### config.mk
export PLATFORM = sky130hd
export DESIGN_NAME = kb_scan_to_ascii_fifo
export DESIGN_NICKNAME = d
export VERILOG_FILES = /design/src/rtl/kb_scan_to_ascii_fifo.sv
export SDC_FILE = /design/constraint.sdc
export NUM_CORES = 1
export LEC_CHECK = 0
export BUFFER_PORTS_ARGS = -buffer_cell sky130_fd_sc_hd__buf_4
export CORE_UTILIZATION = 40
export DETAILED_ROUTE_END_ITERATION = 10
export PLACE_DENSITY = 0.57
export SETUP_SLACK_MARGIN = 0.5
export SYNTH_ARGS = -nofsm -noshare
export SYNTH_HDL_FRONTEND = slang
export SYNTH_SLANG_ARGS = --single-unit
export TNS_END_PERCENT = 20
### constraint.sdc
create_clock -name clk -period 2.9 [get_ports clk]
set_clock_uncertainty 0.05 [all_clocks]
set_input_delay 0.58 -clock clk [delete_from_list [all_inputs] [get_ports clk]]
set_output_delay 0.58 -clock clk [all_outputs]
set_load 0.02 [all_outputs]
### src/rtl/kb_scan_to_ascii_fifo.sv
// PS/2 set-2 scan-code to ASCII converter with a first-word-fall-through
// output FIFO. The converter tracks the F0/E0 prefixes and the state of
// shift, ctrl and caps lock. It registers each lookup result and then
// pushes the character into the FIFO that feeds the text/display path.
module kb_scan_to_ascii_fifo #(
  parameter int FIFO_DEPTH   = 16,
  parameter bit CAPS_SYMBOLS = 1'b0,
  parameter bit CTRL_EN      = 1'b1,
  localparam int CW = $clog2(FIFO_DEPTH + 1),
  localparam int PW = $clog2(FIFO_DEPTH)
) (
  input  logic          clk,
  input  logic          rst_n,
  input  logic          scan_valid,
  input  logic [7:0]    scan_code,
  input  logic          ascii_ready,
  input  logic          clear_overflow,
  output logic          ascii_valid,
  output logic [7:0]    ascii_data,
  output logic [CW-1:0] fifo_count,
  output logic          overflow,
  output logic          shift_state,
  output logic          ctrl_state,
  output logic          caps_state
);

  localparam logic [7:0] CODE_BRK   = 8'hF0;
  localparam logic [7:0] CODE_EXT   = 8'hE0;
  localparam logic [7:0] CODE_LSHFT = 8'h12;
  localparam logic [7:0] CODE_RSHFT = 8'h59;
  localparam logic [7:0] CODE_CTRL  = 8'h14;
  localparam logic [7:0] CODE_CAPS  = 8'h58;

  typedef enum logic [1:0] {
    ST_IDLE,
    ST_EXT,
    ST_BRK,
    ST_EXT_BRK
  } state_e;

  // One entry of the non-extended character map.
  typedef struct packed {
    logic       hit;      // code produces a character
    logic       letter;   // shift XOR caps selects case; ctrl applies
    logic       symbol;   // digit/punctuation: shift (optionally caps) selects
    logic [7:0] base;     // unshifted character
    logic [7:0] shifted;  // shifted character
  } map_t;

  // US-layout set-2 character map for non-extended make codes.
  function automatic map_t lookup(input logic [7:0] code);
    map_t m;
    m = '0;
    case (code)
      // Letters
      8'h1C: m = '{1'b1, 1'b1, 1'b0, 8'h61, 8'h41};  // a
      8'h32: m = '{1'b1, 1'b1, 1'b0, 8'h62, 8'h42};  // b
      8'h21: m = '{1'b1, 1'b1, 1'b0, 8'h63, 8'h43};  // c
      8'h23: m = '{1'b1, 1'b1, 1'b0, 8'h64, 8'h44};  // d
      8'h24: m = '{1'b1, 1'b1, 1'b0, 8'h65, 8'h45};  // e
      8'h2B: m = '{1'b1, 1'b1, 1'b0, 8'h66, 8'h46};  // f
      8'h34: m = '{1'b1, 1'b1, 1'b0, 8'h67, 8'h47};  // g
      8'h33: m = '{1'b1, 1'b1, 1'b0, 8'h68, 8'h48};  // h
      8'h43: m = '{1'b1, 1'b1, 1'b0, 8'h69, 8'h49};  // i
      8'h3B: m = '{1'b1, 1'b1, 1'b0, 8'h6A, 8'h4A};  // j
      8'h42: m = '{1'b1, 1'b1, 1'b0, 8'h6B, 8'h4B};  // k
      8'h4B: m = '{1'b1, 1'b1, 1'b0, 8'h6C, 8'h4C};  // l
      8'h3A: m = '{1'b1, 1'b1, 1'b0, 8'h6D, 8'h4D};  // m
      8'h31: m = '{1'b1, 1'b1, 1'b0, 8'h6E, 8'h4E};  // n
      8'h44: m = '{1'b1, 1'b1, 1'b0, 8'h6F, 8'h4F};  // o
      8'h4D: m = '{1'b1, 1'b1, 1'b0, 8'h70, 8'h50};  // p
      8'h15: m = '{1'b1, 1'b1, 1'b0, 8'h71, 8'h51};  // q
      8'h2D: m = '{1'b1, 1'b1, 1'b0, 8'h72, 8'h52};  // r
      8'h1B: m = '{1'b1, 1'b1, 1'b0, 8'h73, 8'h53};  // s
      8'h2C: m = '{1'b1, 1'b1, 1'b0, 8'h74, 8'h54};  // t
      8'h3C: m = '{1'b1, 1'b1, 1'b0, 8'h75, 8'h55};  // u
      8'h2A: m = '{1'b1, 1'b1, 1'b0, 8'h76, 8'h56};  // v
      8'h1D: m = '{1'b1, 1'b1, 1'b0, 8'h77, 8'h57};  // w
      8'h22: m = '{1'b1, 1'b1, 1'b0, 8'h78, 8'h58};  // x
      8'h35: m = '{1'b1, 1'b1, 1'b0, 8'h79, 8'h59};  // y
      8'h1A: m = '{1'b1, 1'b1, 1'b0, 8'h7A, 8'h5A};  // z
      // Digits and punctuation
      8'h16: m = '{1'b1, 1'b0, 1'b1, 8'h31, 8'h21};  // 1 !
      8'h1E: m = '{1'b1, 1'b0, 1'b1, 8'h32, 8'h40};  // 2 @
      8'h26: m = '{1'b1, 1'b0, 1'b1, 8'h33, 8'h23};  // 3 #
      8'h25: m = '{1'b1, 1'b0, 1'b1, 8'h34, 8'h24};  // 4 $
      8'h2E: m = '{1'b1, 1'b0, 1'b1, 8'h35, 8'h25};  // 5 %
      8'h36: m = '{1'b1, 1'b0, 1'b1, 8'h36, 8'h5E};  // 6 ^
      8'h3D: m = '{1'b1, 1'b0, 1'b1, 8'h37, 8'h26};  // 7 &
      8'h3E: m = '{1'b1, 1'b0, 1'b1, 8'h38, 8'h2A};  // 8 *
      8'h46: m = '{1'b1, 1'b0, 1'b1, 8'h39, 8'h28};  // 9 (
      8'h45: m = '{1'b1, 1'b0, 1'b1, 8'h30, 8'h29};  // 0 )
      8'h0E: m = '{1'b1, 1'b0, 1'b1, 8'h60, 8'h7E};  // ` ~
      8'h4E: m = '{1'b1, 1'b0, 1'b1, 8'h2D, 8'h5F};  // - _
      8'h55: m = '{1'b1, 1'b0, 1'b1, 8'h3D, 8'h2B};  // = +
      8'h54: m = '{1'b1, 1'b0, 1'b1, 8'h5B, 8'h7B};  // [ {
      8'h5B: m = '{1'b1, 1'b0, 1'b1, 8'h5D, 8'h7D};  // ] }
      8'h5D: m = '{1'b1, 1'b0, 1'b1, 8'h5C, 8'h7C};  // \ |
      8'h4C: m = '{1'b1, 1'b0, 1'b1, 8'h3B, 8'h3A};  // ; :
      8'h52: m = '{1'b1, 1'b0, 1'b1, 8'h27, 8'h22};  // ' "
      8'h41: m = '{1'b1, 1'b0, 1'b1, 8'h2C, 8'h3C};  // , <
      8'h49: m = '{1'b1, 1'b0, 1'b1, 8'h2E, 8'h3E};  // . >
      8'h4A: m = '{1'b1, 1'b0, 1'b1, 8'h2F, 8'h3F};  // / ?
      // Control keys, which ignore the modifiers
      8'h66: m = '{1'b1, 1'b0, 1'b0, 8'h08, 8'h08};  // backspace
      8'h0D: m = '{1'b1, 1'b0, 1'b0, 8'h09, 8'h09};  // tab
      8'h5A: m = '{1'b1, 1'b0, 1'b0, 8'h0A, 8'h0A};  // enter
      8'h29: m = '{1'b1, 1'b0, 1'b0, 8'h20, 8'h20};  // space
      8'h76: m = '{1'b1, 1'b0, 1'b0, 8'h1B, 8'h1B};  // escape
      default: m = '0;
    endcase
    return m;
  endfunction

  // ---------------------------------------------------------------------
  // State
  // ---------------------------------------------------------------------
  state_e        state_q, state_d;
  logic          lshift_q, lshift_d;
  logic          rshift_q, rshift_d;
  logic          lctrl_q, lctrl_d;
  logic          rctrl_q, rctrl_d;
  logic          caps_q, caps_d;
  logic          caps_held_q, caps_held_d;
  logic          char_valid_q, char_valid_d;
  logic [7:0]    char_q, char_d;
  logic [PW-1:0] wr_ptr_q, wr_ptr_d;
  logic [PW-1:0] rd_ptr_q, rd_ptr_d;
  logic [CW-1:0] count_q, count_d;
  logic          overflow_q, overflow_d;
  logic [7:0]    mem_q [FIFO_DEPTH];

  logic          key_ev, key_ext, key_brk;
  map_t          key_map;
  logic          shift_any, ctrl_any;
  logic          fifo_full, fifo_pop, fifo_wr;

  assign key_map   = lookup(scan_code);
  assign shift_any = lshift_q | rshift_q;
  assign ctrl_any  = lctrl_q | rctrl_q;

  // Prefix FSM: classify each byte as prefix or key event (make/break, ext).
  always_comb begin
    // NOTE: every combinational output gets a default first so no latch is inferred.
    state_d = state_q;
    key_ev  = 1'b0;
    key_ext = 1'b0;
    key_brk = 1'b0;
    if (scan_valid) begin
      case (state_q)
        ST_IDLE: begin
          if (scan_code == CODE_BRK)      state_d = ST_BRK;
          else if (scan_code == CODE_EXT) state_d = ST_EXT;
          else                            key_ev  = 1'b1;
        end
        ST_EXT: begin
          if (scan_code == CODE_BRK) begin
            state_d = ST_EXT_BRK;
          end else begin
            key_ev  = 1'b1;
            key_ext = 1'b1;
            state_d = ST_IDLE;
          end
        end
        ST_BRK: begin
          key_ev  = 1'b1;
          key_brk = 1'b1;
          state_d = ST_IDLE;
        end
        default: begin  // ST_EXT_BRK
          key_ev  = 1'b1;
          key_ext = 1'b1;
          key_brk = 1'b1;
          state_d = ST_IDLE;
        end
      endcase
    end
  end

  // Key events: update the modifier state and produce the character to push.
  always_comb begin
    lshift_d     = lshift_q;
    rshift_d     = rshift_q;
    lctrl_d      = lctrl_q;
    rctrl_d      = rctrl_q;
    caps_d       = caps_q;
    caps_held_d  = caps_held_q;
    char_valid_d = 1'b0;
    char_d       = char_q;
    if (key_ev) begin
      if (!key_ext) begin
        case (scan_code)
          CODE_LSHFT: lshift_d = !key_brk;
          CODE_RSHFT: rshift_d = !key_brk;
          CODE_CTRL:  lctrl_d  = !key_brk;
          CODE_CAPS: begin
            // Typematic repeats keep caps_held set, so only the first make toggles.
            if (key_brk) begin
              caps_held_d = 1'b0;
            end else begin
              if (!caps_held_q) caps_d = !caps_q;
              caps_held_d = 1'b1;
            end
          end
          default: begin
            if (!key_brk && key_map.hit) begin
              char_valid_d = 1'b1;
              if (key_map.letter) begin
                if (CTRL_EN && ctrl_any)       char_d = key_map.shifted & 8'h1F;
                else if (shift_any ^ caps_q)   char_d = key_map.shifted;
                else                           char_d = key_map.base;
              end else if (key_map.symbol) begin
                if (shift_any || (CAPS_SYMBOLS && caps_q)) char_d = key_map.shifted;
                else                                      char_d = key_map.base;
              end else begin
                char_d = key_map.base;
              end
            end
          end
        endcase
      end else begin
        case (scan_code)
          CODE_CTRL: rctrl_d = !key_brk;
          8'h5A: begin
            if (!key_brk) begin
              char_valid_d = 1'b1;
              char_d       = 8'h0A;
            end
          end
          8'h4A: begin
            if (!key_brk) begin
              char_valid_d = 1'b1;
              char_d       = 8'h2F;
            end
          end
          default: ;  // other extended keys are dropped
        endcase
      end
    end
  end

  // FIFO control: push the registered character; a push into a full FIFO
  // succeeds only if an entry is popped in the same cycle.
  always_comb begin
    fifo_full  = (count_q == CW'(FIFO_DEPTH));
    fifo_pop   = (count_q != '0) && ascii_ready;
    fifo_wr    = char_valid_q && (!fifo_full || fifo_pop);
    wr_ptr_d   = fifo_wr  ? wr_ptr_q + PW'(1) : wr_ptr_q;
    rd_ptr_d   = fifo_pop ? rd_ptr_q + PW'(1) : rd_ptr_q;
    count_d    = count_q;
    if (fifo_wr && !fifo_pop)      count_d = count_q + CW'(1);
    else if (!fifo_wr && fifo_pop) count_d = count_q - CW'(1);
    overflow_d = overflow_q;
    if (char_valid_q && fifo_full && !fifo_pop) overflow_d = 1'b1;
    else if (clear_overflow)                    overflow_d = 1'b0;
  end

  // Control and status registers.
  always_ff @(posedge clk or negedge rst_n) begin
    if (!rst_n) begin
      state_q      <= ST_IDLE;
      lshift_q     <= 1'b0;
      rshift_q     <= 1'b0;
      lctrl_q      <= 1'b0;
      rctrl_q      <= 1'b0;
      caps_q       <= 1'b0;
      caps_held_q  <= 1'b0;
      char_valid_q <= 1'b0;
      char_q       <= 8'h00;
      wr_ptr_q     <= '0;
      rd_ptr_q     <= '0;
      count_q      <= '0;
      overflow_q   <= 1'b0;
    end else begin
      // NOTE: sequential state uses non-blocking assignments so all flops update together.
      state_q      <= state_d;
      lshift_q     <= lshift_d;
      rshift_q     <= rshift_d;
      lctrl_q      <= lctrl_d;
      rctrl_q      <= rctrl_d;
      caps_q       <= caps_d;
      caps_held_q  <= caps_held_d;
      char_valid_q <= char_valid_d;
      char_q       <= char_d;
      wr_ptr_q     <= wr_ptr_d;
      rd_ptr_q     <= rd_ptr_d;
      count_q      <= count_d;
      overflow_q   <= overflow_d;
    end
  end

  // FIFO storage write port.
  // NOTE: the storage array has no reset; count_q alone decides which entries are valid.
  always_ff @(posedge clk) begin
    if (fifo_wr) mem_q[wr_ptr_q] <= char_q;
  end

  assign ascii_valid = (count_q != '0);
  assign ascii_data  = ascii_valid ? mem_q[rd_ptr_q] : 8'h00;
  assign fifo_count  = count_q;
  assign overflow    = overflow_q;
  assign shift_state = shift_any;
  assign ctrl_state  = ctrl_any;
  assign caps_state  = caps_q;

endmodule

=== Word level (Yosys, flattened, before mapping) ===
Memories as Yosys holds them, arrays and structs flattened.
Cells that the tools add are included.

* Register bits after elaboration: 31
* RAM bits: 128
* ROM bits: 2176
* Input port bits: 13
* Word-level logic and storage cells: 109
* Memories kept: 2

{| class="wikitable"
|+ Memories
! memory !! words !! width !! rd ports !! clocked after memory_dff !! wr ports !! RTL line !! text
|-
| (no name shown) || 128 || 17 || 1 || 0 || 0 || 54 || <nowiki>case (code)</nowiki>
|-
| mem_q || 16 || 8 || 1 || 0 || 1 || 131 || <nowiki>logic [7:0] mem_q [FIFO_DEPTH];</nowiki>
|}

* Add/subtract/negate cells: 4
* Eq/ne operators: 16
* Mux-type cells: 38
* Bitwise logic cells: 6
* Reductions and logical operators: 30

{| class="wikitable"
|+ Operator list
! cell !! number
|-
| $mux W8 || 11
|-
| $eq A8 B7 Y1 const B || 4
|-
| $mux W19 || 1
|-
| $mux W1 || 17
|-
| $eq A8 B5 Y1 const B || 2
|-
| $eq A8 B8 Y1 const B || 2
|-
| $pmux W8 S2 || 1
|-
| $reduce_and A3 Y1 || 5
|-
| $mux W5 || 2
|-
| $ne A3 B3 Y1 const B || 3
|-
| $add A4 B1 Y4 const B || 2
|-
| $logic_and A1 B1 Y1 || 7
|-
| $mux W2 || 3
|-
| $reduce_and A6 Y1 || 1
|-
| $reduce_bool A2 Y1 || 3
|-
| $reduce_or A2 Y1 || 3
|-
| $add A5 B1 Y5 const B || 1
|-
| $eq A5 B5 Y1 const B || 1
|-
| $logic_not A1 Y1 || 5
|-
| $reduce_and A5 Y1 || 1
|-
| $reduce_bool A5 Y1 || 1
|-
| $sub A5 B1 Y5 const B || 1
|-
| $pmux W1 S2 || 2
|-
| $pmux W2 S2 || 1
|-
| other kinds (11) || 14
|}

=== Depth between registers and ports, before layout ===
* Word-level depth: 10
* Mapped depth: 12

=== Worst setup path before layout ===
OpenSTA, ideal clock, no wires.

* Kind: in2reg
* Start point: in scan_code[1]
* End point: reg char_q[0]
* Arrival: 2.830 ns
* Required time: 2.728 ns
* Path slack: -0.102 ns
* Stages: 10
* Cells stage by stage: inv_1 > ha_1 > buf_6 > and2_1 > a2111o_1 > nand3_1 > o21a_1 > mux2i_2 > or4_1 > a32o_1

* Word-level cells in the longest chain between the ends: 8

{| class="wikitable"
|+ RTL lines
! what !! RTL line !! text
|-
| from (decl) || 15 || <nowiki>input logic [7:0] scan_code,</nowiki>
|-
| $mem_v2 Z128 W17 || -- ||
|-
| $mux W19 || 54 ||
|-
| $mux W8, on equally long branches || 213, 210 ||
|-
| $mux W8, on equally long branches || 212, 209 ||
|-
| $mux W8 || 208 || <nowiki>if (key_map.letter) begin</nowiki>
|-
| $mux W8 || 206 || <nowiki>if (!key_brk && key_map.hit) begin</nowiki>
|-
| $mux W8 || 192 || <nowiki>case (scan_code)</nowiki>
|-
| $mux W8 || 191 || <nowiki>if (!key_ext) begin</nowiki>
|-
| to (signal assigned) || 284 || <nowiki>char_q <= char_d;</nowiki>
|-
| to (decl) || 126 || <nowiki>logic [7:0] char_q, char_d;</nowiki>
|}

Several ways; a longest one is shown, not always the timed one. The select of a mux whose other input is x is not followed.
A chain may end at the register's enable or synchronous reset.

=== Worst setup path in the final report ===
* Start point: reg rd_ptr_q[0]
* End point: out ascii_data[6]

* Word-level cells in the longest chain between the ends: 2

{| class="wikitable"
|+ RTL lines
! what !! RTL line !! text
|-
| from (decl) || 128 || <nowiki>logic [PW-1:0] rd_ptr_q, rd_ptr_d;</nowiki>
|-
| from (signal assigned) || 286 || <nowiki>rd_ptr_q <= rd_ptr_d;</nowiki>
|-
| $mem_v2 Z16 W8 || -- ||
|-
| $mux W8 || 299 || <nowiki>assign ascii_data = ascii_valid ? mem_q[rd_ptr_q] : 8'h00;</nowiki>
|-
| to (decl) || 19 || <nowiki>output logic [7:0] ascii_data,</nowiki>
|}

Every way passes these cells.

==> impl_metrics.env <==
export IMPL_run_status="finished, violations left"
export IMPL_violations="setup timing"
export IMPL_grt_util_all_layers_pct=22.8
export IMPL_cts_sinks=142
export IMPL_antenna_left=0
export IMPL_grt_max_degree=32
export IMPL_cp_slowest_stage_delay_ns=0.55
export IMPL_cp_end_kind="primary output"
export IMPL_reg2reg_depth=11
export IMPL_cp_required_ns=2.27
export IMPL_slew_headroom_pct=55.6
export IMPL_worstSetupStartpointType="register"
export IMPL_stdcell_count=1002
export IMPL_io_pin_count=31
export IMPL_via_per_inst=5.66
export IMPL_synth_edf_count=112
export IMPL_path_common_cell="mux4_2"
export IMPL_place_ws_ns=-0.169
export IMPL_ys_warn_count=0
export IMPL_share_comb_of_total_power_pct=35.3
export IMPL_initial_utilization_pct=41.0
export IMPL_clock_power_share_pct=29.7
export IMPL_holdWs_ns=0.0289
export IMPL_synth_top_cell_by_area="edfxtp_1"
export IMPL_setup_violations=7
export IMPL_cts_tree="yes"
export IMPL_vias=5675
export IMPL_synth_ff_type="edfxtp_1"
export IMPL_ys_types=76
export IMPL_worstHoldPathType="input port to async pin"
export IMPL_total_power_mw=7.90
export IMPL_clockBufferDepth=2
export IMPL_drt_first_pass_iters=5
export IMPL_timing_final_ws_setup_ns=-0.110
export IMPL_r2r_end="fifo_count[4]$_DFFE_PN0P_"
export IMPL_ctsHtreeMaxLevel=4
export IMPL_slowest_stage="mux4_2"
export IMPL_drv_slew=0
export IMPL_max_cap_violations=0
export IMPL_intPower_mw=5.39
export IMPL_avgSynthCellArea_um2=12.4
export IMPL_syn_nets=651
export IMPL_p_sw_mw=2.52
export IMPL_yosys_register_bits=142
export IMPL_holdBufCountCts=0
export IMPL_clock_latency_ns=0.43
export IMPL_clkSlewWorstSetupHoldPaths_ns=0.06
export IMPL_cp_arrival_ns=2.38
export IMPL_synthArstFlopShare_pct=21.1
export IMPL_grt_antenna_before_repair=0
export IMPL_nets=760
export IMPL_period_needed_ns=3.01
export IMPL_crit_chain="buf_12 > buf_8 > mux4_2 > mux4_2 > and2_4 > buf_6"
export IMPL_tightest_slew_ns=0.666
export IMPL_fin_crit_sh_pct=104
export IMPL_synth_most_common_cell="edfxtp_1"
export IMPL_rows=50
export IMPL_worstPathMaxFanout=6
export IMPL_synth_top_area_share_pct=43.6
export IMPL_die_h_um=141
export IMPL_grt_pass1_vias=5727
export IMPL_synth_area_um2=7710
export IMPL_grt_pass1_wl_um=33200
export IMPL_drive_gt1_share_pct=38.3
export IMPL_wire_per_inst_um=21.4
export IMPL_cts_buffers=17
export IMPL_crit_type="register to primary output"
export IMPL_synth_seq_area_share_pct=53.3
export IMPL_yosys_top_cells_area="edfxtp_1, mux4_2, dfrtp_1"
export IMPL_placed_cells=966
export IMPL_power_density_nw_per_um2=795
export IMPL_ir_worst_vdd_v=0.000839
export IMPL_clockRootBuffer="clkbuf_16"
export IMPL_cp_num_buf_inv=3
export IMPL_p_leak_nw=3.69
export IMPL_hpwlAfterDp_um=15500
export IMPL_regToRegStartpoint="fifo_count[2]$_DFFE_PN0P_"
export IMPL_netlist_instances=620
export IMPL_gp_congestion=0.868
export IMPL_fmax_ghz=0.332
export IMPL_remaining_drc_errors=0
export IMPL_diodes=0
export IMPL_grt_setup_unrepaired="true"
export IMPL_yosys_top_cells_count="edfxtp_1, nand2_1, nor2_1"
export IMPL_area_growth_pct=28.9
export IMPL_rrSetupSlack_ns=0.36
export IMPL_io_buffers=29
export IMPL_wl_um=21400
export IMPL_overflow=0
export IMPL_design_core_area_um2=18800
export IMPL_seqPwrFrac_pct=35.0
export IMPL_fp_dieW_um=141
export IMPL_die_area_um2=19800
export IMPL_p_sw_share_pct=31.8
export IMPL_critPathTopFamily="multiplexers"
export IMPL_final_hold_violation_count=0
export IMPL_drtIter0Drc=444
cell type report:
cell class | count | area [µm²]
fillers | 1594 | 8890
flip-flops and latches | 142 | 4120
multi-input cells | 415 | 3610
repair buffers | 134 | 1160
clock buffers | 17 | 425
well taps | 260 | 325
clock inverters | 15 | 213
inverters | 19 | 83.8
worst register-to-register path, stage by stage, from the launching register on:
cell      delay (ns)
dfrtp_2         0.48
nor4_4          0.31
nand3b_1        0.15
and2_4          0.23
ha_4            0.19
fa_2            0.37
inv_2           0.06
a21o_1          0.14
a21oi_2         0.07
xnor2_1         0.15
nor2_1          0.08
xor2_1          0.15
metal layers:
layer	GRT usage [%]	vias to the layer above	part of all wire, %
met5	0	-	0
met4	5.95	0	1.2
met3	7.17	20	7.2
met2	35.6	207	47
met1	30.9	2847	45
li1	-	2601	-
sequential cells by signal, summed over array words and instances, names as in the netlist:
signal	flops
caps_state	1
rctrl_q	1
lctrl_q	1
overflow	1
mem_q	112
rshift_q	1
state_q	2
lshift_q	1
char_valid_q	1
char_q	7
rd_ptr_q	4
wr_ptr_q	4
fifo_count	5
caps_held_q	1
per-stage QoR:
stage                     instance area, µm²  util (%)  setup TNS [ns]
final                                   9940      52.8          -0.679
after CTS                               9780      51.9          -0.806
after global placement                  8900      47.3          -0.800
after floorplan                         7790         -               0
after detailed placement                8900      47.3          -0.917
after global routing                    9940      52.8           -1.05
power by group through the flow:
| stage | Clock, mW | Combinational [mW] | Sequential [mW] |
|---|---|---|---|
| final | 2.34 | 2.79 | 2.77 |
| after global routing | 2.47 | 2.99 | 2.81 |
| after CTS | 2.37 | 2.77 | 2.78 |
| after detailed placement | 0 | 2.38 | 2.84 |
| after global placement | 0 | 2.33 | 2.81 |
| after floorplan | 0 | 1.61 | 2.67 |
worst max-delay path by stage:
stage,endpoint,cells past startpoint,from,slack (ns)
floorplan,char_q[0]$_DFFE_PN0P_,10,scan_code[1],0.12
CTS,ascii_data[1],6,rd_ptr_q[0]$_DFFE_PN0N_,-0.12
detailed placement,char_q[4]$_DFFE_PN0P_,10,scan_code[0],-0.17
global route,ascii_data[6],6,rd_ptr_q[0]$_DFFE_PN0N_,-0.17
finish,ascii_data[6],6,rd_ptr_q[0]$_DFFE_PN0N_,-0.11
global placement,char_q[2]$_DFFE_PN0P_,12,scan_code[0],-0.16
cell usage in the layout (no fill, tap or decap), types with 5 or more instances in the layout:
cell / netlist / layout
mux2_2: 6 / 6
nor3_1: 15 / 15
buf_4: 3 / 113
ha_4: 0 / 7
buf_12: 0 / 6
or2_2: 5 / 5
and2_4: 0 / 10
a21o_1: 8 / 8
nand3_1: 15 / 14
a31oi_1: 9 / 8
clkbuf_16: 0 / 17
mux4_2: 35 / 35
nand2b_1: 17 / 15
xnor2_1: 10 / 10
inv_1: 17 / 12
o22ai_1: 6 / 6
buf_6: 4 / 11
mux2i_1: 8 / 5
a22o_1: 5 / 5
nor2_1: 40 / 40
inv_6: 0 / 7
ha_1: 17 / 8
o21ai_0: 22 / 19
nor2b_1: 11 / 10
dfrtp_1: 30 / 26
edfxtp_1: 112 / 112
o211ai_1: 7 / 7
a21oi_1: 29 / 26
nand2_1: 48 / 48
kinds of logic (layout without fill, tap and decap cells):
logic type / Yosys count / after routing / synth area share, %
AND/OR/NAND/NOR: 191 / 191 / 12.9
AO/OA/AOI/OAI: 139 / 139 / 12.7
multiplexers: 52 / 52 / 12.6
XOR/XNOR: 14 / 14 / 1.59
adder cells (fa/ha/maj): 18 / 18 / 3.02
other: 1 / 1 / 0.0486
buffers and inverters: 63 / 185 / 3.79
flip-flops: 142 / 142 / 53.3
timing repair:
| action | CTS | global route |
|---|---|---|
| setup buffers | 3 | 0 |
| cloned | 1 | 0 |
| resized for setup | 47 | 35 |
| setup endpoints to repair | 17 | 17 |
| pin swaps | 22 | 24 |
(Power assumes the default switching activity.)
